$ cat config.mk
export PLATFORM = sky130hd
export DESIGN_NAME = neuron_seq
export DESIGN_NICKNAME = d
export VERILOG_FILES = /design/src/rtl/neuron_seq.sv
export SDC_FILE = /design/constraint.sdc
export NUM_CORES = 1
export LEC_CHECK = 0
export ABC_AREA = 1
export ABC_CLOCK_PERIOD_IN_PS = 1700
export CAP_MARGIN = 40
export CELL_PAD_IN_SITES_DETAIL_PLACEMENT = 2
export CELL_PAD_IN_SITES_GLOBAL_PLACEMENT = 2
export CORE_ASPECT_RATIO = 1.25
export CORE_UTILIZATION = 28
export DETAILED_ROUTE_END_ITERATION = 10
export DONT_BUFFER_PORTS = 1
export PLACE_DENSITY_LB_ADDON = 0.08
export SLEW_MARGIN = 20
export SYNTH_ARGS = -nofsm -noshare
export SYNTH_HDL_FRONTEND = slang
export SYNTH_SLANG_ARGS = --single-unit
$ cat constraint.sdc
create_clock -name clk_i -period 1.7 [get_ports clk_i]
set_input_delay 0.425 -clock clk_i [delete_from_list [all_inputs] [get_ports clk_i]]
set_output_delay 0.425 -clock clk_i [all_outputs]
set_load 0.01 [all_outputs]
$ cat src/rtl/neuron_seq.sv
// Dot-product sequencer feeding an external integer MAC and returning its final sum on valid/ready.
// Optional NEURON_SEQ_BIAS_EN adds bias_i, latched at start and used as the empty-sum value.
//   state | meaning
//   IDLE  | waiting for start_i
//   RUN   | accepting (value, weight) terms
//   DRAIN | MAC output settles, captured into res_o
//   DONE  | result offered until res_ready_i
module neuron_seq #(
  parameter int N = 16,
  parameter int K_MAX = 784,
  localparam int CW = $clog2(K_MAX + 1)
) (
  input  logic            clk_i,
  input  logic            rst_ni,
  input  logic            start_i,
  input  logic [CW-1:0]   len_i,
`ifdef NEURON_SEQ_BIAS_EN
  input  logic [2*N-1:0]  bias_i,
`endif
  output logic            busy_o,
  input  logic            in_valid_i,
  output logic            in_ready_o,
  input  logic [N-1:0]    value_i,
  input  logic [N-1:0]    weight_i,
  output logic            mac_en_o,
  output logic [N-1:0]    mac_value_o,
  output logic [N-1:0]    mac_mult_o,
  output logic [2*N-1:0]  mac_add_o,
  input  logic [2*N-1:0]  mac_i,
  output logic            res_valid_o,
  input  logic            res_ready_i,
  output logic [2*N-1:0]  res_o
);

  typedef enum logic [1:0] {
    IDLE  = 2'd0,
    RUN   = 2'd1,
    DRAIN = 2'd2,
    DONE  = 2'd3
  } state_t;

  localparam logic [CW-1:0] K_MAX_C = CW'(K_MAX);

  state_t          state_q, state_d;
  logic [CW-1:0]   remaining_q;
  logic            first_q;
  logic [2*N-1:0]  res_q;
  logic [CW-1:0]   len_c;
  logic            hs;
  logic [2*N-1:0]  empty_sum;
  logic [2*N-1:0]  empty_start;

`ifdef NEURON_SEQ_BIAS_EN
  logic [2*N-1:0]  bias_q;

  always_ff @(posedge clk_i or negedge rst_ni) begin
    if (!rst_ni) begin
      bias_q <= '0;
    end else if (state_q == IDLE && start_i) begin
      bias_q <= bias_i;
    end
  end

  assign empty_sum   = bias_q;
  assign empty_start = bias_i;
`else
  assign empty_sum   = '0;
  assign empty_start = '0;
`endif

  assign len_c = (len_i > K_MAX_C) ? K_MAX_C : len_i;

  always_ff @(posedge clk_i or negedge rst_ni) begin
    if (!rst_ni) begin
      state_q <= IDLE;
    end else begin
      state_q <= state_d;
    end
  end

  always_comb begin
    state_d     = state_q;
    busy_o      = 1'b1;
    in_ready_o  = 1'b0;
    res_valid_o = 1'b0;
    case (state_q)
      IDLE: begin
        busy_o = 1'b0;
        if (start_i) begin
          state_d = (len_c == '0) ? DONE : RUN;
        end
      end
      RUN: begin
        in_ready_o = 1'b1;
        if (in_valid_i && remaining_q == CW'(1)) begin
          state_d = DRAIN;
        end
      end
      DRAIN: begin
        state_d = DONE;
      end
      DONE: begin
        res_valid_o = 1'b1;
        if (res_ready_i) begin
          state_d = IDLE;
        end
      end
      default: begin
        state_d = IDLE;
      end
    endcase
  end

  assign hs          = in_valid_i & in_ready_o;
  assign mac_en_o    = hs;
  assign mac_value_o = value_i;
  assign mac_mult_o  = weight_i;
  // Outside the first term the addend follows mac_i so the MAC inputs stay quiet while idle.
  assign mac_add_o   = first_q ? empty_sum : (busy_o ? mac_i : '0);
  assign res_o       = res_q;

  always_ff @(posedge clk_i or negedge rst_ni) begin
    if (!rst_ni) begin
      remaining_q <= '0;
      first_q     <= 1'b0;
      res_q       <= '0;
    end else begin
      case (state_q)
        IDLE: begin
          if (start_i) begin
            remaining_q <= len_c;
            first_q     <= (len_c != '0);
            if (len_c == '0) begin
              res_q <= empty_start;
            end
          end
        end
        RUN: begin
          if (hs) begin
            remaining_q <= remaining_q - CW'(1);
            first_q     <= 1'b0;
          end
        end
        DRAIN: begin
          res_q <= mac_i;
        end
        default: begin
        end
      endcase
    end
  end

endmodule

==> insert_results.sql, run 1 <==
INSERT INTO impl_metrics (metric_group, metric, value, unit) VALUES
('clock_network', 'cts_max_path_buffers', '2', ''),
('finish', 'final_layout_size_suffix_gt1_share', '32.2', '%'),
('finish', 'stdcell_count', '598', ''),
('drt', 'wl_per_cell', '20.5', 'µm'),
('power', 'irDropWorstVdd', '0.000751', 'V'),
('sta', 'clock_skew', '0.00704', 'ns'),
('drt', 'route.antenna.remaining_nets', '0', ''),
('drt', 'routed_wirelength', '12200', 'µm'),
('synthesis', 'synth_edf_count', '0', ''),
('critical_path', 'worst-endpoint-arrival', '1.38', 'ns'),
('critical_path', 'critPathRequiredTime', '1.27', 'ns'),
('clock_network', 'worstSkewPairLatency', '0.30', 'ns'),
('synthesis', 'synth_ff_type', 'dfrtp_1', ''),
('critical_path', 'timing.critical_path.slowest_stage_cell', 'dfrtp_1', ''),
('floorplan', 'initial_standard_cell_utilization_of_the_core', '29.2', '%'),
('finish', 'finalNetCount', '550', ''),
('sta', 'worst-slew-pin-transition', '0.297', 'ns'),
('power', 'power.total', '0.00960', 'W'),
('floorplan', 'design.die.area', '0.0116', 'mm²'),
('drt', 'ratio_of_routed_vias_to_standard_cells', '5.05', ''),
('synthesis', 'synth.ff_latch_count', '45', ''),
('floorplan', 'die_height', '120', 'µm'),
('sta', 'post-route-worst-setup-slack', '-0.107', 'ns'),
('placement', 'gp_routability_congestion', '0.785', ''),
('global_route', 'global_route_wire_length_before_repair', '16500', 'µm'),
('placement', 'numPortBuffers', '0', ''),
('power', 'leakage', '2.06', 'nW'),
('sta', 'timing.final.setup_violations', '36', ''),
('global_route', 'groute.usage.overall', '18.8', '%'),
('synthesis', 'post-synth-top-count-cell', 'nand2_1', ''),
('global_route', 'grt_max_degree', '46', ''),
('sta', 'layout_min_cycle_time', '1.81', 'ns'),
('clock_network', 'clk_pin_slew', '0.07', 'ns'),
('drt', 'remaining_drc_errors', '0', ''),
('sta', 'rsz_0062_raised_after_global_routing', 'yes', ''),
('placement', 'place.detailed.instances', '565', ''),
('critical_path', 'path_buf_inv', '3', ''),
('clock_network', 'cts_sinks', '45', ''),
('floorplan', 'die_w', '96.5', 'µm'),
('critical_path', 'crit_path_max_fanout', '6', ''),
('clock_network', 'root_buffer', 'clkbuf_16', ''),
('synthesis', 'synthesis.instances', '467', ''),
('floorplan', 'io-pin-count', '179', ''),
('run_status', 'outcome', 'complete, but fails checks', ''),
('synthesis', 'post_synthesis_cell_type_with_the_largest_combined_area', 'dfrtp_1', ''),
('synthesis', 'yosysTopAreaCellShare', '36.0', '%'),
('critical_path', 'worst_path_dominant_cell_family', 'flip-flops', ''),
('synthesis', 'yosysWarningCount', '0', ''),
('clock_network', 'htreeDepth', '2', ''),
('sta', 'final-max-slew-violation-count', '0', ''),
('finish', 'diodes_inserted', '0', ''),
('power', 'powerDensity', '2250', 'mW/mm²'),
('floorplan', 'num_rows', '42', ''),
('global_route', 'antenna_violations_before_repair', '0', ''),
('synthesis', 'synth.net_count', '552', ''),
('critical_path', 'slowest_delay', '0.40', 'ns'),
('synthesis', 'asyncSetResetFlopFracSynth', '100', '%'),
('drt', 'initialDrtViolationCount', '80', ''),
('clock_network', 'clock_tree_from_tritoncts', 'yes', ''),
('sta', 'worst_slew_margin_rel', '80.2', '%'),
('synthesis', 'syn-cell-area', '0.00313', 'mm²'),
('synthesis', 'ys_seq_area_share', '36.0', '%'),
('drt', 'vias', '3017', ''),
('sta', 'hold_viol', '0', ''),
('synthesis', 'syn_area_per_cell', '6.69', 'µm²'),
('synthesis', 'most_numerous_cell_types_in_the_synthesized_netlist', '198 x nand2_1, 60 x nor2_1, 45 x dfrtp_1', ''),
('placement', 'post-dp-hpwl', '7630', 'µm'),
('flow_run', 'max_cap_violations', '0', ''),
('critical_path', 'cp-start-kind', 'flop', ''),
('finish', 'layout-area-overhead-vs-synth', '36.5', '%'),
('clock_network', 'cts_inserted_buffers', '5', ''),
('global_route', 'first_global_vias', '3144', ''),
('drt', 'dr.pass1.iters', '4', ''),
('critical_path', 'cp_cell_sequence', 'inv_2, ha_4, clkinv_8, clkbuf_16, nand2_4, nor2_4', ''),
('hold_path', 'min_path_type', 'input port to flop', ''),
('critical_path', 'crit_path_end_kind', 'output port', ''),
('global_route', 'grt_overflow', '0', ''),
('floorplan', 'coreArea', '0.0107', 'mm²'),
('sta', 'maxClockFrequency', '0.553', 'GHz'),
('sta', 'finalCritPeriodShare', '106', '%'),
('critical_path', 'criticalPathCategory', 'flop to output port', ''),
('synthesis', 'post_synth_main_area_contributors', 'dfrtp_1 36%, nand2_1 24%, buf_4 8.6%', ''),
('run_status', 'failed_checks', 'setup timing', ''),
('synthesis', 'ys_types', '22', '');
[layout by cell type, fill, tap and decap left out, drive strengths merged]
cell and count:
ha 6, dfrtp 45, dlygate4sd3 1, nand3b 32, or2 1, inv 31, nand3 11, nand4 4
bufbuf 1, a21oi 6, nor2 63, bufinv 2, o21ai 12, clkinv 1, clkbuf 8, a31oi 1
buf 39, nand2 202
[area by class of cell]
type | instances | area [µm²]
Clock buffer | 5 | 125
Clock inverter | 3 | 68.8
Fill cell | 1202 | 6450
Inverter | 31 | 136
Multi-Input combinational cell | 338 | 2070
Sequential cell | 45 | 1130
Tap cell | 132 | 165
Timing Repair Buffer | 44 | 573
[worst register-to-register path, delay by kind of cell (launching register included)]
family / cells / cell delay, ns
adder cells (fa/ha/maj): 1 / 0.19
buffers and inverters: 6 / 0.76
flip-flops: 1 / 0.40
AND/OR/NAND/NOR: 4 / 0.32
[metrics by stage]
step | hold slack [ns] | instance area (µm²) | setup TNS [ns] | utilization (%) | setup slack, ns
after floorplan | 0.129 | 3130 | -1.24 | - | -0.0622
after global placement | 0.130 | 3090 | 0 | 28.8 | 0.0502
after detailed placement | 0.131 | 3090 | -0.226 | 28.8 | -0.0526
after CTS | 0.299 | 3720 | -1.49 | 34.7 | -0.0706
after global routing | 0.314 | 4270 | -6.12 | 39.8 | -0.150
final | 0.295 | 4270 | -2.95 | 39.8 | -0.107
[registers in the layout, indices dropped and copies added, names as in the netlist]
name         flops
remaining_q     10
state_q          2
res_o           32
first_q          1
[path summary, 6_finish.rpt]
path / start / to / slack, ns / cells after the start
max: state_q[0]$_DFFE_PN0P_ / mac_add_o[5] / -0.11 / 6
min reg2reg: remaining_q[1]$_DFFE_PN0P_ / remaining_q[1]$_DFFE_PN0P_ / 0.51 / 2
max reg2reg: state_q[0]$_DFFE_PN0P_ / res_o[1]$_DFFE_PN0P_ / -0.07 / 11
max in group asynchronous: rst_ni / first_q$_DFFE_PN0P_ / 0.78 / 2
min: len_i[0] / remaining_q[0]$_DFFE_PN0P_ / 0.30 / 2
min in group asynchronous: rst_ni / state_q[0]$_DFFE_PN0P_ / 0.67 / 2
[kinds of logic after synthesis]
family / share of synthesized area, %
and+or+nand+nor: 42.6
DFF: 36.0
adders and majority gates: 2.40
buffers and inverters: 15.5
AOI/OAI and AO/OA: 3.44
[per-layer routing]
layer	part of all wire [%]	track usage, %	routed length, µm	vias to the layer above
met1	37	20.0	4500	1520
met3	5.0	4.12	617	16
met5	0	0	0	-
li1	-	-	-	1397
met4	1.4	4.41	174	0
met2	57	36.4	6940	84
[report_power, final]
part	total, W	internal [W]	switching, W
logic	0.00603	0.00248	0.00354
registers	0.00224	0.00157	0.000667
clock network	0.00133	0.000849	0.000477
total	0.00960	0.00491	0.00469
[timing repair]
action                     CTS  global route
cloned                       2             7
hold endpoints to repair    45             0
hold buffers                 2             0
pin swaps                    8            35
setup endpoints to repair   67            80
buffers inserted             6            11
resized for setup           89            89
Power figures use the tool's default switching activity.
==> inputs of run 2 (changes only) <==
--- a/config.mk
+++ b/config.mk
@@ -6,12 +6,12 @@
 export NUM_CORES = 1
 export LEC_CHECK = 0
 export ABC_AREA = 1
-export ABC_CLOCK_PERIOD_IN_PS = 1700
+export ABC_CLOCK_PERIOD_IN_PS = 2000
 export CAP_MARGIN = 40
 export CELL_PAD_IN_SITES_DETAIL_PLACEMENT = 2
 export CELL_PAD_IN_SITES_GLOBAL_PLACEMENT = 2
 export CORE_ASPECT_RATIO = 1.25
-export CORE_UTILIZATION = 28
+export CORE_UTILIZATION = 31
 export DETAILED_ROUTE_END_ITERATION = 10
 export DONT_BUFFER_PORTS = 1
 export PLACE_DENSITY_LB_ADDON = 0.08
==> constraint.sdc (replaced) <==
create_clock -name clk_i -period 2 [get_ports clk_i]
set_input_delay 0.5 -clock clk_i [delete_from_list [all_inputs] [get_ports clk_i]]
set_output_delay 0.5 -clock clk_i [all_outputs]
set_load 0.01 [all_outputs]
==> run 2 against run 1 <==
Effect of this change:
- the run now ends clean
- die area fell by 9.5%
- sequential share of layout area grew 6.7 points
- first-iteration DRC count grew 21%
- sequential power fell by 16%
- clock skew down 0.0041 ns
- setup slack improved by 0.17 ns
- critical path depth stayed put
- clock-buffer cell count stayed put
- critical path type unchanged
- critical endpoint is now mac_add_o[30]
- largest cell class unchanged
- largest power group unchanged
==> insert_results.sql, run 2 (synthesis results as in run 1) <==
INSERT INTO impl_metrics (metric_group, metric, value, unit) VALUES
('run_status', 'outcome', 'finished, final reports clean', ''),
('finish', 'multi_input_area', '0.00161', 'mm²'),
('flow_run', 'max_cap_violations', '0', ''),
('sta', 'worst-slew-pin-transition', '0.379', 'ns'),
('finish', 'final_layout_size_suffix_gt1_share', '16.5', '%'),
('global_route', 'groute.usage.overall', '19.5', '%'),
('sta', 'maxClockFrequency', '0.517', 'GHz'),
('critical_path', 'critPathRequiredTime', '1.50', 'ns'),
('clock_network', 'cts_inserted_buffers', '5', ''),
('sta', 'clock_skew', '0.00298', 'ns'),
('floorplan', 'die_w', '91.8', 'µm'),
('drt', 'vias', '2855', ''),
('floorplan', 'io-pin-count', '179', ''),
('sta', 'tns', '0', 'ns'),
('drt', 'routed_wirelength', '10100', 'µm'),
('placement', 'numPortBuffers', '0', ''),
('drt', 'remaining_drc_errors', '0', ''),
('global_route', 'grt_max_degree', '46', ''),
('finish', 'largest_register_ff_count', '32', ''),
('critical_path', 'crit_path_end_kind', 'output port', ''),
('sta', 'worst_slew_margin_rel', '74.7', '%'),
('drt', 'ratio_of_routed_vias_to_standard_cells', '5.07', ''),
('drt', 'dr.pass1.iters', '4', ''),
('critical_path', 'criticalPathCategory', 'flop to output port', ''),
('sta', 'timing.final.setup_violations', '0', ''),
('floorplan', 'num_rows', '40', ''),
('drt', 'wl_per_cell', '17.9', 'µm'),
('drt', 'route.antenna.remaining_nets', '0', ''),
('placement', 'gp_routability_congestion', '0.749', ''),
('hold_path', 'min_path_type', 'input port to async pin', ''),
('clock_network', 'root_buffer', 'clkbuf_16', ''),
('critical_path', 'worst-endpoint-arrival', '1.43', 'ns'),
('sta', 'final-max-slew-violation-count', '0', ''),
('critical_path', 'crit_path_max_fanout', '12', ''),
('finish', 'layout-area-overhead-vs-synth', '8.73', '%'),
('finish', 'layout.area.seq', '0.00113', 'mm²'),
('placement', 'post-dp-hpwl', '7330', 'µm'),
('finish', 'final_core_utilization', '35.0', '%'),
('clock_network', 'cts_max_path_buffers', '2', ''),
('global_route', 'grt_overflow', '0', ''),
('clock_network', 'worstSkewPairLatency', '0.28', 'ns'),
('floorplan', 'coreArea', '0.00971', 'mm²'),
('power', 'powerDensity', '1760', 'mW/mm²'),
('finish', 'final.fill_count', '1173', ''),
('clock_network', 'clk_pin_slew', '0.06', 'ns'),
('finish', 'most_common_cell_after_layout_fill_and_taps_aside', 'nand2_1', ''),
('finish', 'diodes_inserted', '0', ''),
('floorplan', 'die_height', '114', 'µm'),
('floorplan', 'initial_standard_cell_utilization_of_the_core', '32.2', '%'),
('finish', 'finalNetCount', '522', ''),
('drt', 'initialDrtViolationCount', '97', ''),
('placement', 'place.detailed.instances', '551', ''),
('clock_network', 'htreeDepth', '2', ''),
('sta', 'finalCritPeriodShare', '96.7', '%'),
('finish', 'stdcell_count', '563', ''),
('global_route', 'first_global_vias', '3052', ''),
('power', 'leakage', '1.74', 'nW'),
('global_route', 'antenna_violations_before_repair', '0', ''),
('clock_network', 'cts_sinks', '45', ''),
('critical_path', 'cp-start-kind', 'flop', ''),
('sta', 'layout_min_cycle_time', '1.93', 'ns'),
('floorplan', 'design.die.area', '0.0105', 'mm²'),
('sta', 'hold_viol', '0', ''),
('finish', 'layout.cells.most_common_list', '198 x nand2_1, 44 x dfrtp_1, 32 x nor2_2, 32 x nand3b_1, 28 x nor2_1', ''),
('global_route', 'global_route_wire_length_before_repair', '15900', 'µm'),
('power', 'irDropWorstVdd', '0.000505', 'V'),
('clock_network', 'clock_tree_from_tritoncts', 'yes', '');
[run 2: final cells by class]
| cell class | count | area share [%] |
|---|---|---|
| well taps | 126 | 4.64 |
| repair buffers | 18 | 6.55 |
| clock inverters | 2 | 1.03 |
| clock buffers | 5 | 3.68 |
| multi-input cells | 336 | 47.4 |
| inverters | 31 | 3.50 |
| flip-flops and latches | 45 | 33.2 |
[run 2: what timing repair did]
| item | CTS | global route |
|---|---|---|
| hold buffers | 1 | 0 |
| hold endpoints to repair | 45 | 0 |
| setup buffers | 2 | 1 |
| resized for setup | 33 | 11 |
| cloned | 0 | 1 |
| endpoints found under the setup margin | 31 | 32 |
[run 2: metal layers]
layer	GRT usage [%]	vias up	wire length, µm
met5	0	-	0
met4	4.27	0	84
met3	5.71	7	617
met2	39.0	78	5650
met1	19.8	1434	3730
li1	-	1336	-
[run 2: report_power, final]
part	switching, W	leakage (nW)	internal [W]	total [W]
sequential	0.000545	0.599	0.00133	0.00188
combinational	0.00209	1.06	0.00108	0.00317
clock	0.000360	0.0797	0.000581	0.000941
total	0.00300	1.74	0.00299	0.00599
[run 2: path summary, 6_finish.rpt]
check / slack, ns / cells past startpoint / endpoint / startpoint
max: 0.07 / 6 / mac_add_o[30] / state_q[0]$_DFFE_PN0P_
min: 0.05 / 1 / res_o[22]$_DFFE_PN0P_ / rst_ni
max reg2reg: 0.24 / 8 / res_o[31]$_DFFE_PN0P_ / state_q[0]$_DFFE_PN0P_
min reg2reg: 0.51 / 2 / remaining_q[9]$_DFFE_PN0P_ / remaining_q[9]$_DFFE_PN0P_
max in group asynchronous: 1.70 / 1 / first_q$_DFFE_PN0P_ / rst_ni
min in group clk_i: 0.37 / 2 / remaining_q[0]$_DFFE_PN0P_ / len_i[0]
[run 2: critical path: stages (launching register included)]
cell and delay [ns]:
dfrtp_1 0.37, inv_1 0.08, ha_2 0.21, inv_4 0.12
buf_12 0.15, nand2_1 0.07, nor2_2 0.15
[run 2: metrics by stage]
step / hold WS, ns / worst slack, ns / total power, W / instance area, µm²
after CTS: 0.0680 / 0.0210 / 0.00592 / 3330
after detailed placement: 0.205 / 0.160 / 0.00473 / 3040
after global placement: 0.205 / 0.257 / 0.00462 / 3040
final: 0.0538 / 0.0663 / 0.00599 / 3400
after global routing: 0.0664 / -0.00480 / 0.00652 / 3400
after floorplan: 0.204 / 0.0952 / 0.00390 / 3130
==> inputs of run 3 (changes only) <==
--- a/config.mk
+++ b/config.mk
@@ -11,10 +11,9 @@
 export CELL_PAD_IN_SITES_DETAIL_PLACEMENT = 2
 export CELL_PAD_IN_SITES_GLOBAL_PLACEMENT = 2
 export CORE_ASPECT_RATIO = 1.25
-export CORE_UTILIZATION = 31
+export CORE_UTILIZATION = 19
 export DETAILED_ROUTE_END_ITERATION = 10
-export DONT_BUFFER_PORTS = 1
-export PLACE_DENSITY_LB_ADDON = 0.08
+export PLACE_DENSITY_LB_ADDON = 0.1
 export SLEW_MARGIN = 20
 export SYNTH_ARGS = -nofsm -noshare
 export SYNTH_HDL_FRONTEND = slang
==> run 3 against run 2 <==
Effect of this change:
- via count up 22%
- die area is 62% higher
- combinational power increased by 48%
- global-route usage fell by 4.2 points
- power increased by 21%
- critical path depth up 2
- critical path type unchanged
- worst hold slack improved by 0.13 ns
==> insert_results.sql, run 3 (synthesis results as in run 1) <==
INSERT INTO impl_metrics (metric_group, metric, value, unit) VALUES
('critical_path', 'crit_path_end_kind', 'output port', ''),
('sta', 'maxClockFrequency', '0.510', 'GHz'),
('sta', 'worst-slew-pin-transition', '0.363', 'ns'),
('power', 'irDropWorstVdd', '0.000349', 'V'),
('run_status', 'outcome', 'finished, final reports clean', ''),
('sta', 'tns', '0', 'ns'),
('clock_network', 'postCtsHoldBufs', '0', ''),
('critical_path', 'regToRegSetupSlack', '0.14', 'ns'),
('critical_path', 'rr_endpoint', 'remaining_q[5]$_DFFE_PN0P_', ''),
('power', 'power.total', '0.00725', 'W'),
('floorplan', 'initial_standard_cell_utilization_of_the_core', '19.4', '%'),
('clock_network', 'htreeDepth', '2', ''),
('drt', 'wl_per_cell', '15.2', 'µm'),
('drt', 'remaining_drc_errors', '0', ''),
('critical_path', 'timing.critical_path.slowest_stage_cell', 'dfrtp_1', ''),
('drt', 'routed_wirelength', '12600', 'µm'),
('clock_network', 'clk_pin_slew', '0.07', 'ns'),
('finish', 'layout-area-overhead-vs-synth', '56.0', '%'),
('critical_path', 'slowest_delay', '0.39', 'ns'),
('global_route', 'grt_max_degree', '46', ''),
('drt', 'route.antenna.remaining_nets', '0', ''),
('critical_path', 'timing.reg2reg.worst_path_depth', '13', ''),
('finish', 'final_layout_size_suffix_gt1_share', '22.3', '%'),
('critical_path', 'crit_path_max_fanout', '12', ''),
('placement', 'detailedPlace.worstSlack', '-0.272', 'ns'),
('critical_path', 'cp-start-kind', 'flop', ''),
('drt', 'initialDrtViolationCount', '103', ''),
('finish', 'diodes_inserted', '0', ''),
('critical_path', 'worst-endpoint-arrival', '1.46', 'ns'),
('sta', 'rsz_0062_raised_after_global_routing', 'yes', ''),
('global_route', 'first_global_vias', '3714', ''),
('clock_network', 'worstSkewPairLatency', '0.29', 'ns'),
('global_route', 'grt_overflow', '0', ''),
('floorplan', 'design.die.area', '0.0170', 'mm²'),
('global_route', 'antenna_violations_before_repair', '0', ''),
('floorplan', 'io-pin-count', '179', ''),
('finish', 'layout.cells.most_common_list', '197 x nand2_1, 77 x clkdlybuf4s50_1, 66 x buf_4', ''),
('placement', 'post-dp-hpwl', '9560', 'µm'),
('critical_path', 'critPathRequiredTime', '1.50', 'ns'),
('drt', 'dr.pass1.iters', '5', ''),
('finish', 'largest_register_ff_count', '32', ''),
('sta', 'worst_slew_margin_rel', '75.8', '%'),
('clock_network', 'cts_sinks', '45', ''),
('power', 'leakage', '2.51', 'nW'),
('sta', 'post-route-worst-setup-slack', '0.0400', 'ns'),
('sta', 'finalCritPeriodShare', '98.0', '%'),
('placement', 'numPortBuffers', '114', ''),
('floorplan', 'die_w', '117', 'µm'),
('flow_run', 'max_cap_violations', '0', ''),
('global_route', 'groute.usage.overall', '15.3', '%'),
('sta', 'layout_min_cycle_time', '1.96', 'ns'),
('global_route', 'global_route_wire_length_before_repair', '20100', 'µm'),
('power', 'powerDensity', '1490', 'mW/mm²'),
('finish', 'final_core_utilization', '30.2', '%'),
('sta', 'timing.final.setup_violations', '0', ''),
('sta', 'final-max-slew-violation-count', '0', ''),
('critical_path', 'criticalPathCategory', 'flop to output port', ''),
('finish', 'most_common_cell_after_layout_fill_and_taps_aside', 'nand2_1', ''),
('floorplan', 'die_height', '145', 'µm'),
('clock_network', 'clock_tree_from_tritoncts', 'yes', ''),
('sta', 'clock_skew', '0.00852', 'ns'),
('clock_network', 'cts_max_path_buffers', '2', ''),
('critical_path', 'cp_cell_sequence', 'inv_2, ha_4, inv_6, buf_12, buf_6, nand2_2, nor2_2, buf_2', ''),
('clock_network', 'cts_inserted_buffers', '5', ''),
('hold_path', 'min_path_type', 'input port to async pin', ''),
('critical_path', 'r2r_start', 'state_q[0]$_DFFE_PN0P_', ''),
('placement', 'gp_routability_congestion', '0.770', ''),
('floorplan', 'coreArea', '0.0161', 'mm²'),
('sta', 'hold_viol', '0', ''),
('finish', 'finalNetCount', '694', ''),
('floorplan', 'num_rows', '52', ''),
('drt', 'vias', '3476', ''),
('drt', 'ratio_of_routed_vias_to_standard_cells', '4.21', ''),
('clock_network', 'root_buffer', 'clkbuf_16', '');
-- run 3: changes by cell type in the layout (fill, tap and decap cells not counted), sizes merged --
cell           before  now
dlygate4sd2         0    3
clkdlybuf4s50       0   77
buf                17  109
-- run 3: routing by layer --
metal  global-route usage, %  share of wire [%]
met5                       0                  0
met1                    17.5                 40
met4                    2.97               0.86
met3                    2.33                4.3
met2                    29.3                 55
-- run 3: how the worst max path moves through the flow --
stage	to	slack, ns	start	cells past startpoint
after global placement	mac_add_o[13]	-0.28	mac_i[13]	4
after detailed placement	mac_add_o[13]	-0.27	mac_i[13]	4
after global routing	mac_add_o[12]	-0.06	state_q[1]$_DFFE_PN0P_	8
after CTS	res_o[31]$_DFFE_PN0P_	-0.05	state_q[1]$_DFFE_PN0P_	13
final	mac_add_o[12]	0.04	state_q[0]$_DFFE_PN0P_	8
after floorplan	mac_add_o[22]	0.1	state_q[0]$_DFFE_PN0P_	6
-- run 3: stage by stage --
stage                     hold slack, ns  instance area, µm²  instances
after floorplan                    0.204                3130        467
after global placement             0.455                4800        815
after detailed placement           0.461                4800        815
after CTS                          0.199                4960        826
after global routing               0.208                4880        825
final                              0.188                4880        825
-- run 3: cell type report --
type | instances | area, µm²
clock buffers | 5 | 125
multi-input cells | 336 | 1560
flip-flops and latches | 45 | 1130
repair buffers | 190 | 1640
inverters | 31 | 121
clock inverters | 2 | 35.0
fillers | 2015 | 11300
well taps | 216 | 270
-- run 3: repair_timing --
action                     4_1_cts  5_1_grt
pin swaps                        0        1
cloned                           1        0
hold endpoints to repair         0        0
setup endpoints to repair       36       70
setup buffers                    3        0
resized for setup              131       21
-- run 3: worst max-delay path, delay by kind of cell (launching register included) --
kind,cells,cell delay (ns)
adders and majority gates,1,0.17
buffers and inverters,5,0.54
DFF,1,0.39
and+or+nand+nor,2,0.08
-- run 3: where the power goes --
part	total [W]	internal, W	switching (W)
logic	0.00468	0.00209	0.00260
registers	0.00161	0.00133	0.000278
clock network	0.000954	0.000582	0.000373
